**src/rtl/aer_arbiter_rr.sv**
```systemverilog
`default_nettype none
// ============================================================================
// Module   : aer_arbiter_rr
// Brief    : N-channel AER up/down event arbiter. Captures asynchronous
//            up/down spike edges per channel and serves them round-robin
//            over a go / fs_sen / fe_d transmit handshake. Lost events
//            are counted in a saturating drop counter.
// Options  : AER_TIMEOUT_EN - adds a handshake timeout that abandons a
//            stalled grant and pulses err.
// Revision : 1.0 - initial release
// ============================================================================
module aer_arbiter_rr #(
  parameter int NUM_CH      = 2,
  parameter int ADDR_W      = 1,
  parameter int DROP_W      = 8,
  parameter int TIMEOUT_CYC = 1024
) (
  input  logic              clk,
  input  logic              reset,
  input  logic [NUM_CH-1:0] up_in,
  input  logic [NUM_CH-1:0] down_in,
  input  logic              fs_sen,
  input  logic              fe_d,
  output logic              go,
  output logic [ADDR_W-1:0] ch_addr,
  output logic [NUM_CH-1:0] ch_onehot,
  output logic              up,
  output logic              down,
  output logic              busy,
  output logic [DROP_W-1:0] drop_cnt,
  output logic              err
);

  localparam int c_NUM_SLOTS = 2 * NUM_CH;
  localparam int c_SLOT_W    = $clog2(c_NUM_SLOTS);
  localparam int c_CH_W      = c_SLOT_W - 1;

  typedef enum logic [1:0] {
    S_IDLE  = 2'd0,
    S_GRANT = 2'd1,
    S_BUSY  = 2'd2,
    S_DONE  = 2'd3
  } state_t;

  state_t                 r_state;
  logic [c_NUM_SLOTS-1:0] w_raw;
  logic [c_NUM_SLOTS-1:0] r_sync1;
  logic [c_NUM_SLOTS-1:0] r_sync2;
  logic [c_NUM_SLOTS-1:0] r_edge;
  logic [c_NUM_SLOTS-1:0] r_pend;
  logic [c_NUM_SLOTS-1:0] w_rise;
  logic [c_NUM_SLOTS-1:0] w_clr;
  logic [1:0]             r_settle;
  logic                   w_drop;
  logic                   w_found;
  logic [c_SLOT_W-1:0]    w_win;
  logic [c_CH_W-1:0]      w_win_ch;
  logic [c_SLOT_W-1:0]    r_win;
  logic [c_SLOT_W-1:0]    r_rr_ptr;
  logic [c_SLOT_W-1:0]    w_rr_next;
  logic                   w_timeout;
  logic                   r_go;
  logic [ADDR_W-1:0]      r_ch_addr;
  logic [NUM_CH-1:0]      r_ch_onehot;
  logic                   r_up;
  logic                   r_down;
  logic                   r_busy;
  logic [DROP_W-1:0]      r_drop_cnt;

  // Slot 2*ch is the channel's up event, slot 2*ch+1 its down event.
  for (genvar i = 0; i < NUM_CH; i++) begin : g_slot
    assign w_raw[2*i]   = up_in[i];
    assign w_raw[2*i+1] = down_in[i];
  end

  // Two-flop synchroniser, edge register and post-reset settle counter.
  always_ff @(posedge clk or posedge reset) begin
    if (reset) begin
      r_sync1  <= '0;
      r_sync2  <= '0;
      r_edge   <= '0;
      r_settle <= '0;
    end else begin
      r_sync1 <= w_raw;
      r_sync2 <= r_sync1;
      r_edge  <= r_sync2;
      if (r_settle != 2'd3) r_settle <= r_settle + 2'd1;
    end
  end

  // Rises are ignored until the edge register has seen the synchronised
  // level once after reset, so inputs held high through reset are silent.
  assign w_rise = (r_sync2 & ~r_edge) & {c_NUM_SLOTS{r_settle == 2'd3}};

  // The winner's pending bit is consumed on transmitter start or timeout.
  always_comb begin
    w_clr = '0;
    if (r_state == S_GRANT && (fs_sen || w_timeout)) w_clr[r_win] = 1'b1;
  end

  // A rise that coincides with the clear of its slot re-arms it, not a drop.
  assign w_drop = |(w_rise & r_pend & ~w_clr);

  // Pending slots and saturating drop counter.
  always_ff @(posedge clk or posedge reset) begin
    if (reset) begin
      r_pend     <= '0;
      r_drop_cnt <= '0;
    end else begin
      r_pend <= (r_pend & ~w_clr) | w_rise;
      if (w_drop && (r_drop_cnt != {DROP_W{1'b1}})) r_drop_cnt <= r_drop_cnt + DROP_W'(1);
    end
  end

  // Round-robin search: first pending slot at or above rr_ptr, wrapping.
  always_comb begin
    logic [c_SLOT_W:0] v_idx;
    w_found = 1'b0;
    w_win   = '0;
    v_idx   = '0;
    for (int k = 0; k < c_NUM_SLOTS; k++) begin
      v_idx = {1'b0, r_rr_ptr} + (c_SLOT_W+1)'(k);
      if (v_idx >= (c_SLOT_W+1)'(c_NUM_SLOTS)) v_idx = v_idx - (c_SLOT_W+1)'(c_NUM_SLOTS);
      if (!w_found && r_pend[v_idx[c_SLOT_W-1:0]]) begin
        w_found = 1'b1;
        w_win   = v_idx[c_SLOT_W-1:0];
      end
    end
  end

  assign w_win_ch  = w_win[c_SLOT_W-1:1];
  assign w_rr_next = (r_win == c_SLOT_W'(c_NUM_SLOTS - 1)) ? '0 : r_win + c_SLOT_W'(1);

`ifdef AER_TIMEOUT_EN
  localparam int c_TO_W = $clog2(TIMEOUT_CYC);

  logic [c_TO_W-1:0] r_to_cnt;
  logic              r_err;
  logic              w_leave;

  // Handshake progress takes priority over an expiring timeout.
  assign w_timeout = (r_to_cnt == c_TO_W'(TIMEOUT_CYC - 1)) &&
                     ((r_state == S_GRANT && !fs_sen) || (r_state == S_BUSY && !fe_d));

  // Flags a state change this cycle, used to restart the timeout counter.
  always_comb begin
    case (r_state)
      S_IDLE:  w_leave = w_found;
      S_GRANT: w_leave = fs_sen || w_timeout;
      S_BUSY:  w_leave = fe_d || w_timeout;
      default: w_leave = !fs_sen && !fe_d;
    endcase
  end

  // Timeout counter runs only in GRANT/BUSY and restarts on every transition.
  always_ff @(posedge clk or posedge reset) begin
    if (reset) begin
      r_to_cnt <= '0;
      r_err    <= 1'b0;
    end else begin
      r_err <= w_timeout;
      if (w_leave || !(r_state == S_GRANT || r_state == S_BUSY)) r_to_cnt <= '0;
      else                                                       r_to_cnt <= r_to_cnt + c_TO_W'(1);
    end
  end

  assign err = r_err;
`else
  logic w_unused_timeout;

  assign w_timeout        = 1'b0;
  assign err              = 1'b0;
  assign w_unused_timeout = (TIMEOUT_CYC != 0);
`endif

  // Handshake FSM with registered outputs latched from the winner.
  always_ff @(posedge clk or posedge reset) begin
    if (reset) begin
      r_state     <= S_IDLE;
      r_win       <= '0;
      r_rr_ptr    <= '0;
      r_go        <= 1'b0;
      r_ch_addr   <= '0;
      r_ch_onehot <= '0;
      r_up        <= 1'b0;
      r_down      <= 1'b0;
      r_busy      <= 1'b0;
    end else begin
      case (r_state)
        S_IDLE: begin
          if (w_found) begin
            r_state     <= S_GRANT;
            r_win       <= w_win;
            r_go        <= 1'b1;
            r_busy      <= 1'b1;
            r_ch_addr   <= ADDR_W'(w_win_ch);
            r_ch_onehot <= NUM_CH'(1) << w_win_ch;
            r_up        <= ~w_win[0];
            r_down      <= w_win[0];
          end
        end
        S_GRANT: begin
          if (fs_sen) begin
            r_state  <= S_BUSY;
            r_rr_ptr <= w_rr_next;
          end else if (w_timeout) begin
            r_state     <= S_DONE;
            r_rr_ptr    <= w_rr_next;
            r_go        <= 1'b0;
            r_ch_onehot <= '0;
            r_up        <= 1'b0;
            r_down      <= 1'b0;
          end
        end
        S_BUSY: begin
          if (fe_d || w_timeout) begin
            r_state     <= S_DONE;
            r_go        <= 1'b0;
            r_ch_onehot <= '0;
            r_up        <= 1'b0;
            r_down      <= 1'b0;
          end
        end
        default: begin
          if (!fs_sen && !fe_d) begin
            r_state <= S_IDLE;
            r_busy  <= 1'b0;
          end
        end
      endcase
    end
  end

  assign go        = r_go;
  assign ch_addr   = r_ch_addr;
  assign ch_onehot = r_ch_onehot;
  assign up        = r_up;
  assign down      = r_down;
  assign busy      = r_busy;
  assign drop_cnt  = r_drop_cnt;

endmodule
`default_nettype wire

```
**config.mk**
```make
export PLATFORM = sky130hd
export DESIGN_NAME = aer_arbiter_rr
export DESIGN_NICKNAME = d
export VERILOG_FILES = /design/src/rtl/aer_arbiter_rr.sv
export SDC_FILE = /design/constraint.sdc
export NUM_CORES = 1
export LEC_CHECK = 0
export ABC_AREA = 1
export BUFFER_PORTS_ARGS = -buffer_cell sky130_fd_sc_hd__buf_2
export CAP_MARGIN = 10
export CORE_MARGIN = 2
export CORE_UTILIZATION = 45
export DETAILED_ROUTE_END_ITERATION = 7
export GPL_TIMING_DRIVEN = 1
export PLACE_DENSITY_LB_ADDON = 0.25
export SETUP_SLACK_MARGIN = 0.15
export SLEW_MARGIN = 30
export SYNTH_ARGS = -nofsm -noshare
export SYNTH_HDL_FRONTEND = slang
export SYNTH_SLANG_ARGS = --single-unit
```
**constraint.sdc**
```tcl
create_clock -name clk -period 3.1 [get_ports clk]
set_input_delay 0.31 -clock clk [delete_from_list [all_inputs] [get_ports clk]]
set_output_delay 0.31 -clock clk [all_outputs]
set_load 0.005 [all_outputs]
```
==> results of run 1 <==
==> cell usage in the layout (no fill, tap or decap), drive strengths merged, types with 4 or more instances in the layout <==
| master | count |
|---|---|
| nand3 | 13 |
| inv | 22 |
| clkbuf | 5 |
| buf | 23 |
| dfrtp | 38 |
| o21ai | 10 |
| nor2 | 20 |
| xnor2 | 4 |
| nand4 | 5 |
| ha | 10 |
| nand2 | 98 |
| xor2 | 4 |
| nand3b | 4 |
==> metrics by stage <==
step	power (mW)	instance area [sq um]	worst slack (ps)	instances	hold slack, ps
detailed placement	1.868	2206	1284	309	337.1
floorplan	1.629	2042	1533	236	331.2
global placement	1.853	2206	1292	309	333.2
global route	2.569	2344	986.8	317	97.30
finish	2.351	2344	1288	317	99.63
CTS	2.381	2344	1264	317	111.3
==> worst paths after layout <==
| check | endpoint | start | slack [ps] | cells after the start |
|---|---|---|---|---|
| setup / recovery | drop_cnt[7]$_DFFE_PP0P_ | r_state[1]$_DFFE_PP0P_ | 1290 | 11 |
| hold / removal | r_pend[2]$_DFF_PP0_ | reset | 100 | 2 |
| setup reg to reg | drop_cnt[7]$_DFFE_PP0P_ | r_state[1]$_DFFE_PP0P_ | 1290 | 11 |
| hold reg to reg | r_sync2[2]$_DFF_PP0_ | r_sync1[2]$_DFF_PP0_ | 350 | 0 |
| max in group asynchronous | drop_cnt[7]$_DFFE_PP0P_ | reset | 2290 | 3 |
| min in group clk | r_sync1[1]$_DFF_PP0_ | down_in[0] | 120 | 1 |
==> cell families (layout without fill, tap and decap cells) <==
group / Yosys count / count (layout)
compound gates: 11 / 11
other cells: 1 / 1
flops: 38 / 38
simple gates: 142 / 142
mux: 1 / 1
buf+inv: 25 / 54
fa+ha+maj: 10 / 10
xor+xnor: 8 / 8
==> registers in the layout, indices dropped and copies added (netlist names) <==
register,cells
r_state,2
r_rr_ptr,2
ch_onehot,2
r_sync1,4
up,1
go,1
drop_cnt,8
r_sync2,4
r_pend,4
r_win,2
r_edge,4
busy,1
down,1
r_settle,2
==> worst reg2reg max path, cell delays in order, from the launching register on <==
cell,delay [ps]
dfrtp_1,420
inv_1,90
ha_1,160
nand2_1,100
o21ai_0,240
nor2_1,70
nor2_1,100
nand2_1,70
nand2_2,160
inv_1,160
nand2_1,90
nand2_1,50
==> layout make-up <==
cell class              count  area (sq um)
fillers                   394          2011
multi-input cells         173         985.9
flip-flops and latches     38         950.9
repair buffers             23         117.6
inverters                  23         86.33
clock buffers               5         68.82
clock inverters             3         68.82
well taps                  52         65.06
==> per-layer routing <==
| metal | global-route usage, % | vias up | wire length (um) |
|---|---|---|---|
| li1 | - | 793 | - |
| met3 | 4.641 | 4 | 131 |
| met4 | 5.451 | 0 | 35 |
| met2 | 24.38 | 27 | 1604 |
| met5 | 0 | - | 0 |
| met1 | 21.39 | 684 | 1672 |
==> power groups by stage <==
stage               clock [mW]  sequential [mW]  combinational (mW)
finish                   0.500            0.759                1.09
floorplan                    0            0.739               0.890
global placement             0            0.767                1.09
CTS                      0.515            0.760                1.11
detailed placement           0            0.768                1.10
global route             0.540            0.781                1.25
==> synthesized netlist by cell type (3+ instances only) <==
cell type  instances
ha_1              10
nand4_1            4
inv_1             18
inv_2              4
o21ai_0            6
nand2_1           86
nand3b_1           4
dfrtp_1           38
nand3_1            7
nor2_1            18
nand3_2            5
nand2_4            6
xnor2_1            4
xor2_1             4
o21ai_1            3
nand2_2            6
==> flow_summary_export.csv, run 1 <==
group,metric,value,unit
synth,yosysWarningCount,0,
floorplan,core,0.004354,sq mm
synth,synthXorXnorAreaFrac,3.431,%
worst_setup_path,cpMaxStageDelayCell,"dfrtp_1",
place,hpwlAfterDp,2579,um
worst_setup_path,end_kind,"register",
worst_setup_path,crit_chain,"inv_1 -> ha_1 -> nand2_1 -> o21ai_0 -> nor2_1 -> nor2_1 -> nand2_1 -> nand2_2 -> inv_1 -> nand2_1 -> nand2_1",
power,vdd_ir_drop_max,0.0005984,V
synth,synth-compound-area-share,2.880,%
global_routing,grt_usage,15.81,%
synth,synth.area.mux_share,0.5515,%
sta,final-setup-viol-count,0,
job,cap_violations,0,
cts,cts_tree,"built",
sta,drv_slew,0,
power,p_int,1.353,mW
global_routing,grt-ovfl-total,0,
layout,post-route-util,53.82,%
floorplan,start_util,46.90,%
routing,drtAntennaViolNets,0,
sta,final-hold-violation-count,0,
routing,vias,1508,
sta,slew_headroom,56.56,%
synth,synthArstFlopShare,100.0,%
sta,rsz0062_at_grt,"false",
cts,ctsResizeCount,0,
sta,min_period,1812,ps
synth,syn_nets,254,
synth,synth_top_family_by_area,"simple AND/OR/NAND/NOR gates",
power,pwr-share-comb,46.5,%
cts,cts_setup_buffers,0,
layout,num_antenna_cells,0,
place,portBuffers,22,
layout,final_net_count,282,
cts,htree_levels,2,
sta,skew,7.132,ps
cts,clkTransAtPathRegs,80,ps
synth,synthCells,236,
min_path,min_path_type,"input pin to async pin",
synth,ys_types,29,
worst_setup_path,crit_arrival,1990,ps
layout,area_growth,14.77,%
floorplan,die_y,71.36,um
worst_setup_path,cpMostUsedCell,"nand2_1",
cts,root_buffer,"clkbuf_8",
worst_setup_path,cp-start-kind,"register",
synth,synth_seq_area_share,46.57,%
worst_setup_path,crit_fanout,9,
floorplan,row_count,24,
worst_setup_path,crit_family,"simple AND/OR/NAND/NOR gates",
routing,drc,0,
routing,drt_iter0_markers,64,
power,leakage,1.265,nW
global_routing,first_global_vias,1475,
worst_setup_path,worst_path_largest_cell_delay,420,ps
power,powerDensity,1003,mW/mm^2
power,p_sw_share,42.44,%
synth,synth_area_leaders,"dfrtp_1 47%, nand2_1 16%, ha_1 6.1%",
sta,worst_pin_slew,650.9,ps
global_routing,antenna_found_initial,0,
global_routing,grt_start_max_net_pins,22,
floorplan,dieArea,0.005092,sq mm
sta,tns,0,ps
synth,synth.avg_cell_area,8.652,sq um
routing,drt_pre_antenna_iters,4,
cts,cts_buffers,5,
synth,synth-edff-count,0,
place,routabilityCongestion,0.8089,
worst_setup_path,required,3280,ps
synth,syn-cell-area,0.002042,sq mm
layout,drive_gt1_share,22.26,%
synth,post-synth-top-area-cell,"dfrtp_1",
power,power.switching,0.9977,mW
routing,routed_via_density,4.757,
sta,max_freq,0.5519,GHz
sta,fin_crit_sh,58.45,%
synth,yosys_register_bits,38,
routing,wl_per_cell,10.86,um
synth,yosys.area_share.simple,35.11,%
cts,clock_sinks,38,
synth,synthAdderAreaFrac,6.127,%
floorplan,ios,24,
worst_setup_path,worstSetupPathType,"register to register",
synth,ys.flop_type,"dfrtp_1",
power,power.share.clock,21.3,%
cts,ctsHoldBuffers,0,
worst_setup_path,cp_num_buf_inv,2,
floorplan,die_w,71.36,um
routing,totalWireLength,3443,um
global_routing,grt_pass1_wl,6375,um
power,power.share.sequential,32.3,%
synth,synth_top_area_share,46.57,%
cts,clockBufferDepth,2,
cts,clk_latency,290,ps
run_status,outcome,"finished, final reports clean",
Note: power is estimated with default switching activity, not from simulation.
==> run 2, diff against run 1 <==
==> constraint.sdc (replaced) <==
create_clock -name clk -period 1.7 [get_ports clk]
set_input_delay 0.17 -clock clk [delete_from_list [all_inputs] [get_ports clk]]
set_output_delay 0.17 -clock clk [all_outputs]
set_load 0.005 [all_outputs]
==> flow_summary_export.csv, run 2 (synthesized netlist as in run 1, its figures left out) <==
group,metric,value,unit
global_routing,antenna_found_initial,0,
sta,final-setup-viol-count,0,
power,vdd_ir_drop_max,0.0008412,V
global_routing,first_global_vias,1506,
min_path,min_from,"fs_sen",
layout,ff_latch_area,953.4,sq um
cts,cts_tree,"built",
floorplan,dieArea,0.005092,sq mm
worst_setup_path,crit_arrival,1730,ps
layout,drive_gt1_share,32.64,%
global_routing,grt_pass1_wl,6561,um
global_routing,grt_start_max_net_pins,39,
cts,clockBufferDepth,2,
job,cap_violations,0,
sta,fin_crit_sh,92.03,%
floorplan,ios,24,
min_path,min_path_type,"input pin to register",
cts,clkTransAtPathRegs,70,ps
routing,vias,1590,
sta,max_freq,0.6392,GHz
layout,fillCellCount,369,
sta,skew,8.924,ps
worst_setup_path,crit_start,"r_rr_ptr[0]$_DFFE_PP0N_",
worst_setup_path,required,1870,ps
worst_setup_path,crit_fanout,7,
layout,largest_register_ffs,8,
place,portBuffers,22,
cts,root_buffer,"clkbuf_8",
floorplan,die_w,71.36,um
layout,post-route-util,59.54,%
worst_setup_path,regToRegSetupSlack,140,ps
cts,cts_buffers,5,
layout,final_net_count,305,
sta,whs,296.1,ps
layout,multi_input_area,0.001037,sq mm
power,leakage,1.377,nW
cts,clk_latency,290,ps
routing,drt_pre_antenna_iters,4,
cts,clock_sinks,38,
sta,min_period,1564,ps
routing,wl_per_cell,11.09,um
run_status,outcome,"finished, final reports clean",
layout,final_common_cell,"nand2_1",
sta,drv_slew,0,
place,routabilityCongestion,0.7927,
worst_setup_path,end_kind,"register",
cts,htree_levels,2,
floorplan,start_util,46.90,%
power,total_power,4.725,mW
power,powerDensity,1823,mW/mm^2
routing,drtAntennaViolNets,0,
routing,drc,0,
place,dp.cells,317,
layout,layout_common_cells,"82 x nand2_1, 36 x dfrtp_1, 22 x buf_2",
sta,tns,0,ps
floorplan,row_count,24,
routing,drt_iter0_markers,88,
layout,area_growth,26.96,%
layout,num_antenna_cells,0,
worst_setup_path,worstSetupPathType,"register to register",
global_routing,grt-ovfl-total,0,
global_routing,grt_usage,16.39,%
routing,routed_via_density,4.676,
place,hpwlAfterDp,2723,um
floorplan,die_y,71.36,um
floorplan,core,0.004354,sq mm
sta,rsz0062_at_grt,"true",
worst_setup_path,cp-start-kind,"register",
worst_setup_path,r2r_start,"r_rr_ptr[0]$_DFFE_PP0N_",
layout,layout.cells.non_filler,340,
routing,totalWireLength,3770,um
sta,final-hold-violation-count,0,
-- run 2: cell types whose count changed in the layout (fill, tap and decap cells not counted), moves of 3 or more --
cell / change
buf_4: +15
dlygate4sd3_1: +5
ha_1: -3
inv_1: -4
inv_2: +3
nand2_1: -4
nand2_2: +3
o21ai_0: -3
-- run 2: layer usage --
metal  part of all wire (%)  track usage [%]  vias to the layer above  routed length [um]
met5                      0                0                        -                   0
li1                       -                -                      836                   -
met2                     49            26.44                       27                1832
met4                    1.4            5.451                        0                  51
met1                     47            21.28                      723                1764
met3                    3.2            4.782                        4                 121
-- run 2: power by group --
part | switching (mW) | internal (mW) | total [mW]
clock | 0.322 | 0.588 | 0.910
combinational | 1.41 | 1.03 | 2.44
sequential | 0.225 | 1.15 | 1.38
total | 1.96 | 2.77 | 4.73
-- run 2: area by class of cell --
type	instances	share of cell area, %
clock buffer	5	2.654
inverter	23	3.427
sequential	38	36.78
timing repair inverter	1	0.2896
tap	52	2.510
clock inverter	3	2.654
timing repair buffer	45	11.68
multi-input combinational	173	40.01
-- run 2: critical path, stage by stage, from the launching register on --
cell     delay (ps)
dfrtp_2         470
buf_4           170
nand2_1          60
nand2_2          80
nand2_2          80
nand2_4          70
nor2_8          130
nand3_2         100
nand2_4         110
nor2_4           50
nand2_1          60
nand2_1          70
-- run 2: metrics by stage --
stage                     cell area, sq um  setup WS, ps
after floorplan                       2042         147.6
after global placement                2266         61.98
after detailed placement              2266         32.33
after CTS                             2501         130.2
after global routing                  2592         54.18
final                                 2592         135.5
-- run 2: timing repair --
item | CTS | global route
setup endpoints to repair | 9 | 18
setup buffers | 4 | 5
endpoints found under the hold margin | 21 | 0
gates cloned | 1 | 0
gates resized for setup | 8 | 18
hold buffers | 5 | 0
pin swaps | 1 | 6
-- run 2: final timing paths --
check,endpoint,depth (start not counted)
max in group asynchronous,r_rr_ptr[0]$_DFFE_PP0N_,4
hold / removal,r_pend[3]$_DFF_PP0_,4
hold reg to reg,r_sync2[0]$_DFF_PP0_,0
setup reg to reg,up$_DFFE_PP0P_,11
min in group asynchronous,drop_cnt[1]$_DFFE_PP0P_,4
setup / recovery,up$_DFFE_PP0P_,11
==> run 3, diff against run 2 <==
--- a/config.mk
+++ b/config.mk
@@ -5,7 +5,6 @@
 export SDC_FILE = /design/constraint.sdc
 export NUM_CORES = 1
 export LEC_CHECK = 0
-export ABC_AREA = 1
 export BUFFER_PORTS_ARGS = -buffer_cell sky130_fd_sc_hd__buf_2
 export CAP_MARGIN = 10
 export CORE_MARGIN = 2
@@ -14,6 +13,7 @@
 export GPL_TIMING_DRIVEN = 1
 export PLACE_DENSITY_LB_ADDON = 0.25
 export SETUP_SLACK_MARGIN = 0.15
+export SKIP_LAST_GASP = 1
 export SLEW_MARGIN = 30
 export SYNTH_ARGS = -nofsm -noshare
 export SYNTH_HDL_FRONTEND = slang
==> flow_summary_export.csv, run 3 <==
group,metric,value,unit
run_status,outcome,"finished, final reports clean",
synth,synth_seq_area_share,54.44,%
floorplan,die_y,66.30,um
place,routabilityCongestion,0.7994,
min_path,min_path_type,"input pin to register",
synth,ys.flop_type,"dfrtp_1",
worst_setup_path,r2r_start,"r_win[1]$_DFFE_PP0P_",
routing,vias,1378,
worst_setup_path,r2r_cells,7,
layout,layout_common_cells,"35 x dfrtp_1, 28 x buf_4, 22 x buf_2",
sta,fin_crit_sh,98.63,%
synth,syn_nets,176,
power,vdd_ir_drop_max,0.0007257,V
power,powerDensity,1590,mW/mm^2
cts,clock_sinks,38,
worst_setup_path,crit_arrival,1840,ps
synth,synth_area_leaders,"dfrtp_1 54%, ha_1 7.2%, nand2_1 4.1%",
min_path,hold-path-cell-count,3,
global_routing,antenna_found_initial,0,
cts,root_buffer,"clkbuf_8",
cts,cts_tree,"built",
floorplan,core,0.003689,sq mm
layout,area_growth,35.60,%
floorplan,ios,24,
worst_setup_path,regToRegSetupSlack,20,ps
floorplan,dieArea,0.004396,sq mm
synth,synth.avg_cell_area,11.05,sq um
job,cap_violations,0,
layout,num_antenna_cells,0,
sta,rsz0062_at_grt,"true",
worst_setup_path,crit_fanout,4,
routing,totalWireLength,3610,um
synth,yosys-top-cells-count,"38 x dfrtp_1, 19 x nand2_1, 10 x ha_1, 10 x inv_1, 10 x nand3_1",
cts,clk_latency,280,ps
place,portBuffers,22,
floorplan,die_w,66.30,um
global_routing,grt_start_max_net_pins,15,
synth,syn-cell-area,0.001747,sq mm
place,placed_area,0.002042,sq mm
sta,max_freq,0.5964,GHz
global_routing,first_global_vias,1358,
sta,final-setup-viol-count,0,
cts,clkTransAtPathRegs,70,ps
global_routing,grt-ovfl-total,0,
cts,clockBufferDepth,2,
place,hpwlAfterDp,2519,um
worst_setup_path,r2r_end,"drop_cnt[1]$_DFFE_PP0P_",
sta,final-hold-violation-count,0,
sta,skew,3.444,ps
global_routing,grt_pass1_wl,6030,um
cts,htree_levels,2,
synth,yosysMostFrequentCell,"dfrtp_1",
layout,drive_gt1_share,38.99,%
routing,drc,0,
floorplan,row_count,22,
routing,drt_pre_antenna_iters,4,
layout,largest_register_ffs,8,
sta,whs,187.9,ps
sta,drv_slew,0,
sta,min_period,1677,ps
layout,layout.cells.non_filler,266,
routing,drt_iter0_markers,93,
global_routing,grt_usage,18.30,%
layout,final_net_count,235,
synth,yosysWarningCount,0,
power,leakage,1.111,nW
worst_setup_path,cp-start-kind,"register",
min_path,min_from,"fe_d",
routing,routed_via_density,5.180,
worst_setup_path,end_kind,"register",
synth,synthArstFlopShare,100.0,%
routing,drtAntennaViolNets,0,
synth,synth-edff-count,0,
worst_setup_path,worstSetupPathType,"register to register",
cts,cts_buffers,5,
synth,synthCells,158,
sta,worst_pin_slew,527.3,ps
routing,wl_per_cell,13.57,um
synth,post-synth-top-area-cell,"dfrtp_1",
layout,final_common_cell,"dfrtp_1",
synth,synth_top_area_share,54.44,%
min_path,holdPathEnd,"busy$_DFFE_PP0P_",
worst_setup_path,required,1870,ps
place,dp.cells,241,
synth,ys_types,38,
floorplan,start_util,47.35,%
layout,final_cell_area,0.002369,sq mm
sta,slew_headroom,64.81,%
synth,yosys_register_bits,38,
run 3: cell count changes in the layout (fill, tap and decap cells not counted), moves of 4 or more:
cell / previous run / this run
buf_4: 16 / 28
inv_1: 14 / 6
nand2_4: 7 / 1
nor2_1: 16 / 7
nand2_2: 9 / 0
ha_4: 1 / 5
and3_1: 0 / 4
a21oi_1: 1 / 6
nand2_1: 82 / 19
run 3: layer usage:
layer / routed length [um] / global-route usage, %
met1: 1607 / 22.99
met2: 1770 / 29.50
met5: 0 / 0
met3: 215 / 5.622
met4: 17 / 6.888
run 3: worst max-delay path by stage:
stage	from	to	cells past startpoint
after floorplan	r_win[1]$_DFFE_PP0P_	drop_cnt[1]$_DFFE_PP0P_	7
after global placement	r_win[1]$_DFFE_PP0P_	drop_cnt[1]$_DFFE_PP0P_	7
after detailed placement	r_win[1]$_DFFE_PP0P_	drop_cnt[1]$_DFFE_PP0P_	7
after CTS	r_win[0]$_DFFE_PP0P_	drop_cnt[1]$_DFFE_PP0P_	7
after global routing	r_win[1]$_DFFE_PP0P_	drop_cnt[1]$_DFFE_PP0P_	7
final	r_win[1]$_DFFE_PP0P_	drop_cnt[1]$_DFFE_PP0P_	7
run 3: critical path, cell delays in order (launching register included):
cell	delay, ps
dfrtp_2	440
inv_2	80
ha_4	130
nand3_2	80
a32oi_2	280
o221ai_4	170
nand2_4	100
mux2_4	290
run 3: layout make-up:
type | count | area (sq um)
Sequential cell | 38 | 954.7
Timing Repair Buffer | 56 | 381.6
Clock inverter | 1 | 5.005
Clock buffer | 7 | 86.33
Inverter | 10 | 37.54
Tap cell | 48 | 60.06
Multi-Input combinational cell | 106 | 843.3
Fill cell | 312 | 1320
run 3: through the flow:
stage,util [%],TNS (ps),power (mW),worst slack [ps]
2_1_floorplan,-,0,2.300,35.76
3_5_place_dp,55.36,-11.35,2.832,-11.35
6_report,64.21,0,3.767,23.24
4_1_cts,62.82,0,3.639,30.88
5_1_grt,64.21,-186.9,4.057,-52.48
3_3_place_gp,55.36,0,2.753,39.29
run 3: cells by family (layout without fill, tap and decap cells):
| group | after synthesis | after routing | synth area share, % |
|---|---|---|---|
| and+or+nand+nor | 54 | 54 | 15.54 |
| DFF | 38 | 38 | 54.44 |
| other | 1 | 1 | 0.2147 |
| xor gates and xnor gates | 6 | 6 | 3.009 |
| AOI/OAI and AO/OA | 29 | 29 | 12.18 |
| buffers and inverters | 14 | 74 | 3.439 |
| muxes | 6 | 6 | 4.011 |
| adders and majority gates | 10 | 10 | 7.163 |
run 3: what timing repair did:
action                                  4_1_cts  5_1_grt
endpoints found under the setup margin       11       15
resized for setup                            14        8
setup buffers                                11        1
pin swaps                                     4        6
endpoints found under the hold margin        16        0
hold buffers                                  5        0
run 3: power breakdown:
group | internal [mW] | total, mW | switching (mW)
registers | 1.16 | 1.42 | 0.253
logic | 0.899 | 1.73 | 0.832
clock network | 0.327 | 0.620 | 0.293
total | 2.39 | 3.77 | 1.38
